**src/rtl/acc_len_ctrl_if.sv**
```systemverilog
// Control/status bundle between the accumulation sequencer and its
// software register block / accumulator datapath.
interface acc_len_ctrl_if #(
  parameter int CNT_W = 32
);
  // arm is a level (rising edge starts, held high = continuous); sync_in and
  // acc_dump are single-cycle pulses; acc_en/first/last are per-sample
  // qualifiers. There is no back-pressure: the receiver must accept every pulse.
  logic [CNT_W-1:0] acc_length;
  logic             arm;
  logic             sync_in;
  logic             acc_en;
  logic             acc_first;
  logic             acc_last;
  logic             acc_dump;
  logic [CNT_W-1:0] acc_cnt;
  logic             busy;
  logic             len_err;
  logic [1:0]       state_dbg;

  modport master (
    output acc_length, arm, sync_in,
    input  acc_en, acc_first, acc_last, acc_dump, acc_cnt, busy, len_err, state_dbg
  );

  modport slave (
    input  acc_length, arm, sync_in,
    output acc_en, acc_first, acc_last, acc_dump, acc_cnt, busy, len_err, state_dbg
  );
endinterface

```
**src/rtl/acc_len_ctrl.sv**
```systemverilog
// Accumulation sequencer: aligns an armed integration of len_q vectors to the
// FFT frame sync and drives the accumulator enable/first/last/dump strobes.
module acc_len_ctrl #(
  parameter int VEC_LEN = 1024,
  parameter int VEC_W   = 10,
  parameter int CNT_W   = 32
) (
  input  logic          user_clk,
  input  logic          user_rst_n,
  acc_len_ctrl_if.slave bus
);

  typedef enum logic [1:0] {
    IDLE      = 2'd0,
    WAIT_SYNC = 2'd1,
    ACCUM     = 2'd2,
    DUMP      = 2'd3
  } state_t;

  localparam logic [VEC_W-1:0] SAMPLE_LAST = VEC_W'(VEC_LEN - 1);

  state_t           state_q, state_n;
  logic             arm_d;
  logic             arm_rise;
  logic [CNT_W-1:0] len_q, len_n;
  logic [CNT_W-1:0] len_m1;
  logic [VEC_W-1:0] sample_q, sample_n;
  logic [CNT_W-1:0] vec_q, vec_n;
  logic [CNT_W-1:0] cnt_q, cnt_n;
  logic             err_q, err_n;
  logic             en_q, en_n;
  logic             first_q, first_n;
  logic             last_q, last_n;
  logic             dump_q, dump_n;
  logic             busy_q, busy_n;

  assign arm_rise = bus.arm & ~arm_d;
  assign len_m1   = len_q - CNT_W'(1);

  // Outputs are computed for the state being entered and registered, so the
  // strobes describe the sample present on the cycle they are visible.
  always_comb begin
    state_n  = state_q;
    len_n    = len_q;
    sample_n = sample_q;
    vec_n    = vec_q;
    cnt_n    = cnt_q;
    err_n    = err_q;
    en_n     = 1'b0;
    first_n  = 1'b0;
    last_n   = 1'b0;
    dump_n   = 1'b0;
    case (state_q)
      IDLE: begin
        if (arm_rise) begin
          if (bus.acc_length == '0) begin
            err_n = 1'b1;
          end else begin
            len_n   = bus.acc_length;
            err_n   = 1'b0;
            state_n = WAIT_SYNC;
          end
        end
      end
      WAIT_SYNC: begin
        if (bus.sync_in) begin
          state_n  = ACCUM;
          sample_n = '0;
          vec_n    = '0;
          en_n     = 1'b1;
          first_n  = 1'b1;
          last_n   = (len_m1 == '0);
        end
      end
      ACCUM: begin
        if (sample_q == SAMPLE_LAST) begin
          if (vec_q == len_m1) begin
            state_n = DUMP;
            dump_n  = 1'b1;
            cnt_n   = cnt_q + CNT_W'(1);
          end else begin
            sample_n = '0;
            vec_n    = vec_q + CNT_W'(1);
            en_n     = 1'b1;
            last_n   = (vec_q + CNT_W'(1) == len_m1);
          end
        end else begin
          sample_n = sample_q + VEC_W'(1);
          en_n     = 1'b1;
          first_n  = (vec_q == '0);
          last_n   = (vec_q == len_m1);
        end
      end
      DUMP: begin
        state_n = IDLE;
        if (bus.arm) begin
          if (bus.acc_length == '0) begin
            err_n = 1'b1;
          end else begin
            len_n   = bus.acc_length;
            err_n   = 1'b0;
            state_n = WAIT_SYNC;
          end
        end
      end
      default: state_n = IDLE;
    endcase
    busy_n = (state_n != IDLE);
  end

  always_ff @(posedge user_clk or negedge user_rst_n) begin
    if (!user_rst_n) begin
      state_q  <= IDLE;
      arm_d    <= 1'b0;
      len_q    <= '0;
      sample_q <= '0;
      vec_q    <= '0;
      cnt_q    <= '0;
      err_q    <= 1'b0;
      en_q     <= 1'b0;
      first_q  <= 1'b0;
      last_q   <= 1'b0;
      dump_q   <= 1'b0;
      busy_q   <= 1'b0;
    end else begin
      state_q  <= state_n;
      arm_d    <= bus.arm;
      len_q    <= len_n;
      sample_q <= sample_n;
      vec_q    <= vec_n;
      cnt_q    <= cnt_n;
      err_q    <= err_n;
      en_q     <= en_n;
      first_q  <= first_n;
      last_q   <= last_n;
      dump_q   <= dump_n;
      busy_q   <= busy_n;
    end
  end

  assign bus.acc_en    = en_q;
  assign bus.acc_first = first_q;
  assign bus.acc_last  = last_q;
  assign bus.acc_dump  = dump_q;
  assign bus.acc_cnt   = cnt_q;
  assign bus.busy      = busy_q;
  assign bus.len_err   = err_q;
  assign bus.state_dbg = state_q;

endmodule
```
**src/flat_wrapper.sv**
```systemverilog
// flat-port wrapper written by rule: the top's interface ports become plain ports
module acc_len_ctrl_flat 
#(
  parameter int VEC_LEN = 1024,
  parameter int VEC_W   = 10,
  parameter int CNT_W   = 32
)
  (user_clk, user_rst_n, bus_acc_length, bus_arm, bus_sync_in, bus_acc_en, bus_acc_first, bus_acc_last, bus_acc_dump, bus_acc_cnt, bus_busy, bus_len_err, bus_state_dbg);
  acc_len_ctrl_if #(.CNT_W(CNT_W)) bus_i ();
  input  logic user_clk;
  input  logic user_rst_n;
  input wire logic [$bits(bus_i.acc_length)-1:0] bus_acc_length;
  input wire logic [$bits(bus_i.arm)-1:0] bus_arm;
  input wire logic [$bits(bus_i.sync_in)-1:0] bus_sync_in;
  output wire logic [$bits(bus_i.acc_en)-1:0] bus_acc_en;
  output wire logic [$bits(bus_i.acc_first)-1:0] bus_acc_first;
  output wire logic [$bits(bus_i.acc_last)-1:0] bus_acc_last;
  output wire logic [$bits(bus_i.acc_dump)-1:0] bus_acc_dump;
  output wire logic [$bits(bus_i.acc_cnt)-1:0] bus_acc_cnt;
  output wire logic [$bits(bus_i.busy)-1:0] bus_busy;
  output wire logic [$bits(bus_i.len_err)-1:0] bus_len_err;
  output wire logic [$bits(bus_i.state_dbg)-1:0] bus_state_dbg;
  assign bus_i.acc_length = bus_acc_length;
  assign bus_i.arm = bus_arm;
  assign bus_i.sync_in = bus_sync_in;
  assign bus_acc_en = bus_i.acc_en;
  assign bus_acc_first = bus_i.acc_first;
  assign bus_acc_last = bus_i.acc_last;
  assign bus_acc_dump = bus_i.acc_dump;
  assign bus_acc_cnt = bus_i.acc_cnt;
  assign bus_busy = bus_i.busy;
  assign bus_len_err = bus_i.len_err;
  assign bus_state_dbg = bus_i.state_dbg;
  acc_len_ctrl #(.VEC_LEN(VEC_LEN), .VEC_W(VEC_W), .CNT_W(CNT_W)) u_core (.user_clk(user_clk), .user_rst_n(user_rst_n), .bus(bus_i));
endmodule
```
**config.mk**
```make
export PLATFORM = sky130hd
export DESIGN_NAME = acc_len_ctrl_flat
export DESIGN_NICKNAME = d
export VERILOG_FILES = /design/src/rtl/acc_len_ctrl_if.sv /design/src/rtl/acc_len_ctrl.sv /design/src/flat_wrapper.sv
export SDC_FILE = /design/constraint.sdc
export NUM_CORES = 1
export LEC_CHECK = 0
export ABC_AREA = 1
export ABC_CLOCK_PERIOD_IN_PS = 2600
export BUFFER_PORTS_ARGS = -buffer_cell sky130_fd_sc_hd__buf_2
export CELL_PAD_IN_SITES_DETAIL_PLACEMENT = 0
export CELL_PAD_IN_SITES_GLOBAL_PLACEMENT = 2
export CORE_ASPECT_RATIO = 0.9
export CORE_MARGIN = 2
export CORE_UTILIZATION = 30
export CTS_CLUSTER_DIAMETER = 80
export DETAILED_ROUTE_END_ITERATION = 10
export GPL_ROUTABILITY_DRIVEN = 1
export PLACE_DENSITY = 0.81
export SLEW_MARGIN = 30
export SYNTH_ARGS = -nofsm -noshare
export SYNTH_HDL_FRONTEND = slang
export SYNTH_SLANG_ARGS = --single-unit
```
**constraint.sdc**
```tcl
create_clock -name user_clk -period 2.6 [get_ports user_clk]
set_clock_uncertainty 0.2 [all_clocks]
set_input_delay 0.52 -clock user_clk [delete_from_list [all_inputs] [get_ports user_clk]]
set_output_delay 0.52 -clock user_clk [all_outputs]
set_load 0.05 [all_outputs]
```
==> metrics.md, run 1 <==
| Metric | Value |
|---|---|
| Reg2reg end | u_core.bus.acc_cnt[26]$_DFFE_PN0P_ |
| Fin util | 45.7% |
| Die Y-Extent | 169 um |
| CP endpoint kind | flip-flop |
| Switch share | 45.7% |
| Final Non-Filler Cells | 2241 |
| Max transition margin | 61.7% |
| Comb pwr share | 60.6% |
| Hold Slack | 33.4 ps |
| Vias per inst | 4.80 |
| Run status | finished, violations left |
| Power per cell area | 880 mW/mm^2 |
| Layout area overhead | 49.8% |
| Syn avg cell area | 6.14 um^2 |
| Sum of negative setup slack | -28140 ps |
| Die width | 188 um |
| VDD IR max | 0.390 mV |
| Ys Warns | 0 |
| Hold EP | u_core.arm_d$_DFF_PN0_ |
| Largest net degree at the start of global routing | 44 |
| Post-synth design cell area | 0.00911 mm^2 |
| Min Clock Period, post-route | 3040 ps |
| Hold path cells | 1 |
| Static leakage | 6.63 nW |
| N_diodes | 0 |
| Switch Pwr | 5.48 mW |
| Ys flop type | dfrtp_1 |
| Hold_sp | bus_arm |
| Synthesized instance count | 1483 |
| Initial core utilization | 30.5% |
| Worst hold path class | primary input to flip-flop |
| Final setup fails | 79 |
| Clock root buffer master | clkbuf_16 |
| CP dominant cell by count | nand2_4 |
| Final net count | 1871 |
| Final instance area | 0.0136 mm^2 |
| Worst path max stage delay | 420 ps |
| CTS tree | built |
| Cell area after placement | 0.0117 mm^2 |
| RR Startpoint | u_core.len_q[1]$_DFFE_PN0P_ |
| WL final | 36.1 mm |
| Seq/Total Area, Yosys | 31.6% |
| Failing checks | setup timing |
| Internal | 6.52 mW |
| Remaining global-route overflow | 0 |
| Clk buf depth | 2 |
| Inserted Clock Buffers | 17 |
| Library cells used by synthesis | 36 |
| Post-route ant nets | 0 |
| Top Ports | 76 |
| Synth Register Bits | 115 |
| Port Buf Inserts | 75 |
| Max frequency | 329 MHz |
| Core footprint | 0.0299 mm^2 |
| Sequential power share | 20.2% |
| Post-Place Cells | 2159 |
| Initial antenna violation count | 0 |
| Final worst slack | -439 ps |
| Reg-to-reg setup timing slack | -440 ps |
| Vias in the first global route | 10368 |
| Share of post-route cells with drive strength above 1 | 33.2% |
| DRT iter0 DRCs | 753 |
| Via count | 10768 |
| Clk pin slew, worst setup/hold paths | 60 ps |
| Unrepaired setup endpoints after global routing | true |
| DR WL/cell | 16.1 um |
| Final Wtd Congestion | 0.903 |
| DRT Pass-1 Iters | 5 |
| Clock share of power | 19.2% |
| Ratio of final minimum period to clock period | 117% |
| DR DRC count | 0 |
| First-pass GRT wire length | 55.4 mm |
| Max Slew Vio Count | 0 |
| Die area | 0.0318 mm^2 |
| Post-DP HPWL | 27.4 mm |
| GRT Overall Usage | 22.5% |
| Crit-path max FO | 6 |
| Crit start category | flip-flop |
| H-tree levels | 4 |
| Critical path cell sequence | inv_2 > ha_4 > nand2_4 > nor2_4 > buf_12 > nand2_4 > nand2_4 > nand2_4 > xor2_4 > nor2_1 > nand4_1 > nor3_4 > nand3_4 > nor2_4 > buf_12 > buf_12 > clkbuf_16 > nand3_2 > nand2_1 |
| Worst slack, placed | -574 ps |
| Critical path required time | 2780 ps |
| Final Hold Fails | 0 |
| Synthesized Nets | 1529 |
| Max-cap violation count | 0 |
| Worst Tran Pin Value | 575 ps |
| Critical path class | flip-flop to flip-flop |
| # clock sinks | 115 |
| R2r worst-path depth | 19 |
| Slowest cell on crit path | dfrtp_1 |
| CP arrival | 3220 ps |
| Fraction of synthesis flops using an asynchronous set or reset pin | 100% |
| Clk Latency, worst-skew pair | 440 ps |
| Cell Rows | 60 |
| EDFF count, synth | 0 |
| Pwr Total | 12.0 mW |
==> cell usage after synthesis, types with 4 or more instances <==
master	instances	area (um^2)
a21oi_1	11	55.1
buf_6	5	56.3
buf_2	4	20.0
o21ai_1	34	170
or2_2	12	75.1
xor2_1	48	420
ha_1	10	125
inv_1	146	548
xnor2_1	7	61.3
nand3b_1	5	37.5
nand2_1	584	2190
dfrtp_1	115	2880
nor2_1	178	668
nand3_1	116	581
clkbuf_1	21	78.8
o21ai_0	57	285
buf_4	8	60.1
nor4_1	22	138
nor2_2	8	50.1
nor3_1	22	110
nor2_4	4	45.0
nand4_1	40	250
==> placed cells by master (no fill, tap or decap), drive strengths merged, types with 3 or more instances in the layout <==
master    Yosys  routed
dfrtp       115     115
nor3b         3       3
a21oi        11      11
xor2         48      48
or2          12      12
and2          3       3
xnor2         7       7
nor4         22      22
clkbuf       22      23
o21ai        91      91
nor3         22      22
o21bai        3       3
nand4        40      40
ha           10      10
nand3b        5       5
nand2       586     589
nand3       121     122
nor2        190     190
clkinv        0       5
clkinvlp      0       4
inv         149     154
buf          17     352
==> worst max-delay path: cells and delay by family (launching register included) <==
| family | cells | cell delay, ps |
|---|---|---|
| AND/OR/NAND/NOR | 12 | 1310 |
| buffers and inverters | 5 | 670 |
| flip-flops | 1 | 420 |
| adder cells (fa/ha/maj) | 1 | 180 |
| XOR/XNOR | 1 | 160 |
==> power groups by stage <==
stage          logic [mW]  registers [mW]  clock network, mW
4_1_cts              6.20            2.41               2.36
2_1_floorplan        3.04            2.53                  0
3_3_place_gp         5.77            2.42                  0
3_5_place_dp         5.79            2.42                  0
6_report             7.27            2.43               2.30
5_1_grt              7.96            2.47               2.43
==> flip-flops by register name, indices dropped and copies added (netlist names) <==
name                  flops
u_core.bus.acc_cnt       32
u_core.len_q             32
u_core.vec_q             32
u_core.sample_q          10
u_core.bus.state_dbg      2
u_core.arm_d              1
u_core.bus.acc_dump       1
u_core.bus.acc_en         1
u_core.bus.acc_first      1
u_core.bus.acc_last       1
u_core.bus.busy           1
u_core.bus.len_err        1
==> final cells by class <==
cell class / count / area, um^2
clock buffer: 18 / 439
clock inverter: 14 / 118
fill: 3196 / 16200
inverter: 149 / 563
multi-input combinational: 1184 / 6300
sequential: 115 / 2880
tap: 403 / 504
timing repair buffer: 358 / 2830
==> routing by layer <==
metal / vias to the layer above / global-route usage (%) / share of wire (%)
li1: 5422 / - / -
met1: 5077 / 31.4 / 49
met2: 246 / 36.9 / 45
met3: 23 / 3.14 / 4.5
met4: 0 / 4.90 / 1.1
met5: - / 0 / 0
==> timing repair <==
action	4_1_cts	5_1_grt
hold buffers	1	0
hold endpoints to repair	29	0
pin swaps	12	54
resized for setup	57	168
gates cloned	4	9
buffers inserted	24	15
setup endpoints to repair	79	79
==> worst max-delay path by stage <==
| stage | start | to | slack (ps) | cells past startpoint |
|---|---|---|---|---|
| floorplan | u_core.len_q[0]$_DFFE_PN0P_ | u_core.bus.acc_cnt[21]$_DFFE_PN0P_ | -7 | 18 |
| global placement | u_core.len_q[5]$_DFFE_PN0P_ | u_core.bus.acc_cnt[26]$_DFFE_PN0P_ | -580 | 16 |
| global route | u_core.len_q[6]$_DFFE_PN0P_ | u_core.vec_q[30]$_DFFE_PN0P_ | -610 | 20 |
| finish | u_core.len_q[1]$_DFFE_PN0P_ | u_core.bus.acc_cnt[26]$_DFFE_PN0P_ | -440 | 19 |
| CTS | u_core.len_q[1]$_DFFE_PN0P_ | u_core.bus.acc_cnt[26]$_DFFE_PN0P_ | -340 | 21 |
| detailed placement | u_core.len_q[5]$_DFFE_PN0P_ | u_core.bus.acc_cnt[13]$_DFFE_PN0P_ | -570 | 16 |
==> kinds of logic after synthesis <==
group	Yosys count	synth area share [%]
XOR/XNOR	55	5.29
adder cells (fa/ha/maj)	10	1.37
AND/OR/NAND/NOR	1005	46.9
buffers and inverters	188	8.56
AO/OA/AOI/OAI	110	6.29
flip-flops	115	31.6
No activity file was read; power rests on OpenSTA's default activity.
==> run 2, diff against run 1 <==
- ABC_AREA: 1 -> not set
- CORE_UTILIZATION: 30 -> 34
- PLACE_DENSITY: 0.81 -> 0.8
==> run 2 against run 1 <==
Utilization up 8.6 points. Sequential share of layout area up 0.90 points. Routed wire length fell by 15%. Via count down 16%. Synthesized area shrank 9.2%. Maximum frequency decreased by 17%. Largest power group unchanged. The run ends with hold timing, setup timing left. Worst hold slack worse by 45 ps.
==> metrics.md, run 2 <==
| Metric | Value |
|---|---|
| Most frequent cells in the layout | 289 x buf_4, 114 x dfrtp_1, 74 x buf_2 (was 499 x nand2_1, 254 x buf_4, 155 x nor2_1) |
| Cell Rows | 54 (was 60) |
| Final net count | 1342 (was 1871) |
| # clock sinks | 115 (unchanged) |
| Fin util | 54.3% (was 45.7%) |
| Most common cell after layout, fill and taps aside | buf_4 (was nand2_1) |
| CP dominant cell by count | buf_6 (was nand2_4) |
| Power per cell area | 842 mW/mm^2 (was 880 mW/mm^2) |
| Library cells used by synthesis | 75 (was 36) |
| Cell area after placement | 0.0112 mm^2 (was 0.0117 mm^2) |
| Yosys top cell by area | dfrtp_1 (unchanged) |
| Final worst slack | -1050 ps (was -439 ps) |
| Synthesized Nets | 986 (was 1529) |
| Crit path buffers/inverters | 7 (was 5) |
| CP arrival | 3800 ps (was 3220 ps) |
| Max-cap violation count | 0 (unchanged) |
| Max frequency | 274 MHz (was 329 MHz) |
| Final setup fails | 79 (unchanged) |
| Max Slew Vio Count | 0 (unchanged) |
| Via count | 9017 (was 10768) |
| Die width | 168 um (was 188 um) |
| Critical path required time | 2750 ps (was 2780 ps) |
| Die Y-Extent | 152 um (was 169 um) |
| Post-DP HPWL | 21.8 mm (was 27.4 mm) |
| Worst path max stage delay | 580 ps (was 420 ps) |
| DR DRC count | 0 (unchanged) |
| Static leakage | 5.85 nW (was 6.63 nW) |
| Critical path's top delay family | simple AND/OR/NAND/NOR gates (unchanged) |
| Largest net degree at the start of global routing | 116 (was 44) |
| EDFF count, synth | 0 (unchanged) |
| Vias in the first global route | 8753 (was 10368) |
| Final Non-Filler Cells | 1617 (was 2241) |
| Ys Warns | 0 (unchanged) |
| Final Wtd Congestion | 0.960 (was 0.903) |
| Layout area overhead | 57.8% (was 49.8%) |
| Hold Slack | -11.4 ps (was 33.4 ps) |
| Worst slack, placed | -1360 ps (was -574 ps) |
| Final instance area | 0.0131 mm^2 (was 0.0136 mm^2) |
| Port Buf Inserts | 75 (unchanged) |
| WL final | 30.8 mm (was 36.1 mm) |
| Die area | 0.0256 mm^2 (was 0.0318 mm^2) |
| N_diodes | 0 (unchanged) |
| Initial core utilization | 34.4% (was 30.5%) |
| Slowest cell on crit path | or4_4 (was dfrtp_1) |
| Initial antenna violation count | 0 (unchanged) |
| Synthesized instance count | 940 (was 1483) |
| DRT Pass-1 Iters | 5 (unchanged) |
| Max transition margin | 47.9% (was 61.7%) |
| Most common cell in the netlist | dfrtp_1 (was nand2_1) |
| Clock root buffer master | clkbuf_16 (unchanged) |
| Vias per inst | 5.58 (was 4.80) |
| GRT Overall Usage | 23.6% (was 22.5%) |
| Critical path cell sequence | or4_4 > nor4_4 > buf_12 > buf_8 > buf_4 > buf_6 > nand4_1 > nand4b_1 > nor4_2 > nand4_1 > buf_6 > buf_6 > nand2_8 > buf_12 > or4_1 > nand3_1 (was inv_2 > ha_4 > nand2_4 > nor2_4 > buf_12 > nand2_4 > nand2_4 > nand2_4 > xor2_4 > nor2_1 > nand4_1 > nor3_4 > nand3_4 > nor2_4 > buf_12 > buf_12 > clkbuf_16 > nand3_2 > nand2_1) |
| Fraction of synthesis flops using an asynchronous set or reset pin | 100% (unchanged) |
| H-tree levels | 4 (unchanged) |
| Final Hold Fails | 17 (was 0) |
| CP endpoint kind | flip-flop (unchanged) |
| Synth top area cells | dfrtp_1 35%, xnor2_1 7.6%, mux2_2 4.6% (was dfrtp_1 32%, nand2_1 24%, nor2_1 7.3%) |
| Unrepaired setup endpoints after global routing | true (unchanged) |
| Worst hold path class | primary input to async pin (was primary input to flip-flop) |
| Post-synth design cell area | 0.00827 mm^2 (was 0.00911 mm^2) |
| Critical path class | flip-flop to flip-flop (unchanged) |
| Min Clock Period, post-route | 3650 ps (was 3040 ps) |
| Core footprint | 0.0241 mm^2 (was 0.0299 mm^2) |
| Ratio of final minimum period to clock period | 140% (was 117%) |
| CTS tree | built (unchanged) |
| Clk buf depth | 2 (unchanged) |
| Post-Place Cells | 1548 (was 2159) |
| Share of post-route cells with drive strength above 1 | 47.0% (was 33.2%) |
| Inserted Clock Buffers | 17 (unchanged) |
| DRT iter0 DRCs | 758 (was 753) |
| Crit start category | flip-flop (unchanged) |
| Top Ports | 76 (unchanged) |
| Clk pin slew, worst setup/hold paths | 60 ps (about the same) |
| VDD IR max | 0.552 mV (was 0.390 mV) |
| Seq/Total Area, Yosys | 34.8% (was 31.6%) |
| FILL cells | 2175 (was 3196) |
| Syn avg cell area | 8.80 um^2 (was 6.14 um^2) |
| Commonest cells post-synth | 115 x dfrtp_1, 72 x nand2_1, 72 x xnor2_1 (was 584 x nand2_1, 178 x nor2_1, 146 x inv_1) |
| Post-route ant nets | 0 (unchanged) |
| Crit-path max FO | 7 (was 6) |
| First-pass GRT wire length | 47.9 mm (was 55.4 mm) |
| Remaining global-route overflow | 0 (unchanged) |
| Synth top area share | 34.8% (was 31.6%) |
| Clk Latency, worst-skew pair | 420 ps (was 440 ps) |
| Failing checks | hold timing, setup timing (was setup timing) |
| Ys flop type | dfrtp_1 (unchanged) |
| Run status | finished, violations left (unchanged) |
| DR WL/cell | 19.0 um (was 16.1 um) |
| Worst Tran Pin Value | 762 ps (was 575 ps) |
| Synth Register Bits | 115 (unchanged) |
==> run 2: cell count changes after synthesis, sizes merged, moves of 18 or more <==
cell | previous run | this run
nor4 | 22 | 40
a31oi | 0 | 22
nand3 | 121 | 46
o21ai | 91 | 44
inv | 149 | 21
xnor2 | 7 | 72
nor2 | 190 | 67
nand2 | 586 | 72
and3 | 1 | 27
mux2 | 0 | 35
==> run 2: what timing repair did <==
| item | CTS | global route |
|---|---|---|
| gates cloned | 5 | 4 |
| setup buffers | 18 | 13 |
| pin swaps | 19 | 41 |
| hold buffers | 0 | 0 |
| setup endpoints to repair | 79 | 80 |
| gates resized for setup | 87 | 104 |
==> run 2: logic make-up (layout without fill, tap and decap cells) <==
family                   count (synthesis)  count (layout)  share of synthesized area [%]
XOR/XNOR                               104             104                           11.2
multiplexers                            39              39                           5.25
AO/OA/AOI/OAI                          181             181                           14.9
AND/OR/NAND/NOR                        405             405                           28.1
adder cells (fa/ha/maj)                 10              10                           1.51
flip-flops                             115             115                           34.8
buffers and inverters                   86             455                           4.28
==> run 2: final timing paths <==
path | start | to | slack [ps] | cells after the start
max | u_core.len_q[2]$_DFFE_PN0P_ | u_core.vec_q[29]$_DFFE_PN0P_ | -1050 | 16
min | user_rst_n | u_core.bus.busy$_DFF_PN0_ | -10 | 2
max reg2reg | u_core.len_q[2]$_DFFE_PN0P_ | u_core.vec_q[29]$_DFFE_PN0P_ | -1050 | 16
min reg2reg | u_core.bus.acc_cnt[20]$_DFFE_PN0P_ | u_core.bus.acc_cnt[20]$_DFFE_PN0P_ | 280 | 1
max in group asynchronous | user_rst_n | u_core.vec_q[24]$_DFFE_PN0P_ | 1720 | 2
min in group user_clk | bus_arm | u_core.arm_d$_DFF_PN0_ | 50 | 1
==> run 2: layout make-up <==
class	instances	area, um^2	share of cell area [%]
clock buffers	17	425	3.26
well taps	308	385	2.95
flip-flops and latches	115	2880	22.0
repair buffers	402	3180	24.4
inverters	21	78.8	0.604
multi-input cells	739	5970	45.7
clock inverters	15	145	1.11
==> run 2: worst reg2reg max path, stage by stage, from the launching register on <==
cell and delay [ps]:
dfrtp_1 420, or4_4 580, nor4_4 330, buf_12 170, buf_8 110, buf_4 100, buf_6 80, nand4_1 130
nand4b_1 160, nor4_2 70, nand4_1 110, buf_6 130, buf_6 170, nand2_8 90, buf_12 160, or4_1 500
nand3_1 80
==> run 2: layer usage <==
layer	global-route usage, %	vias to the layer above	part of all wire (%)
met2	37.6	310	46
met4	6.57	0	2.0
met5	0	-	0
li1	-	4231	-
met1	32.8	4435	45
met3	4.43	41	6.0
==> run 2: metrics by stage <==
step / setup TNS, ps / total power [mW]
floorplan: -56220 / 5.48
global placement: -80540 / 7.95
detailed placement: -84320 / 7.98
CTS: -67350 / 10.7
global route: -81170 / 11.6
finish: -73060 / 11.0
==> run 2: report_power, final <==
group	total [mW]	switching (mW)	internal, mW
Sequential	2.32	0.223	2.10
Combinational	6.31	3.33	2.99
Clock	2.36	1.02	1.34
Total	11.0	4.57	6.42
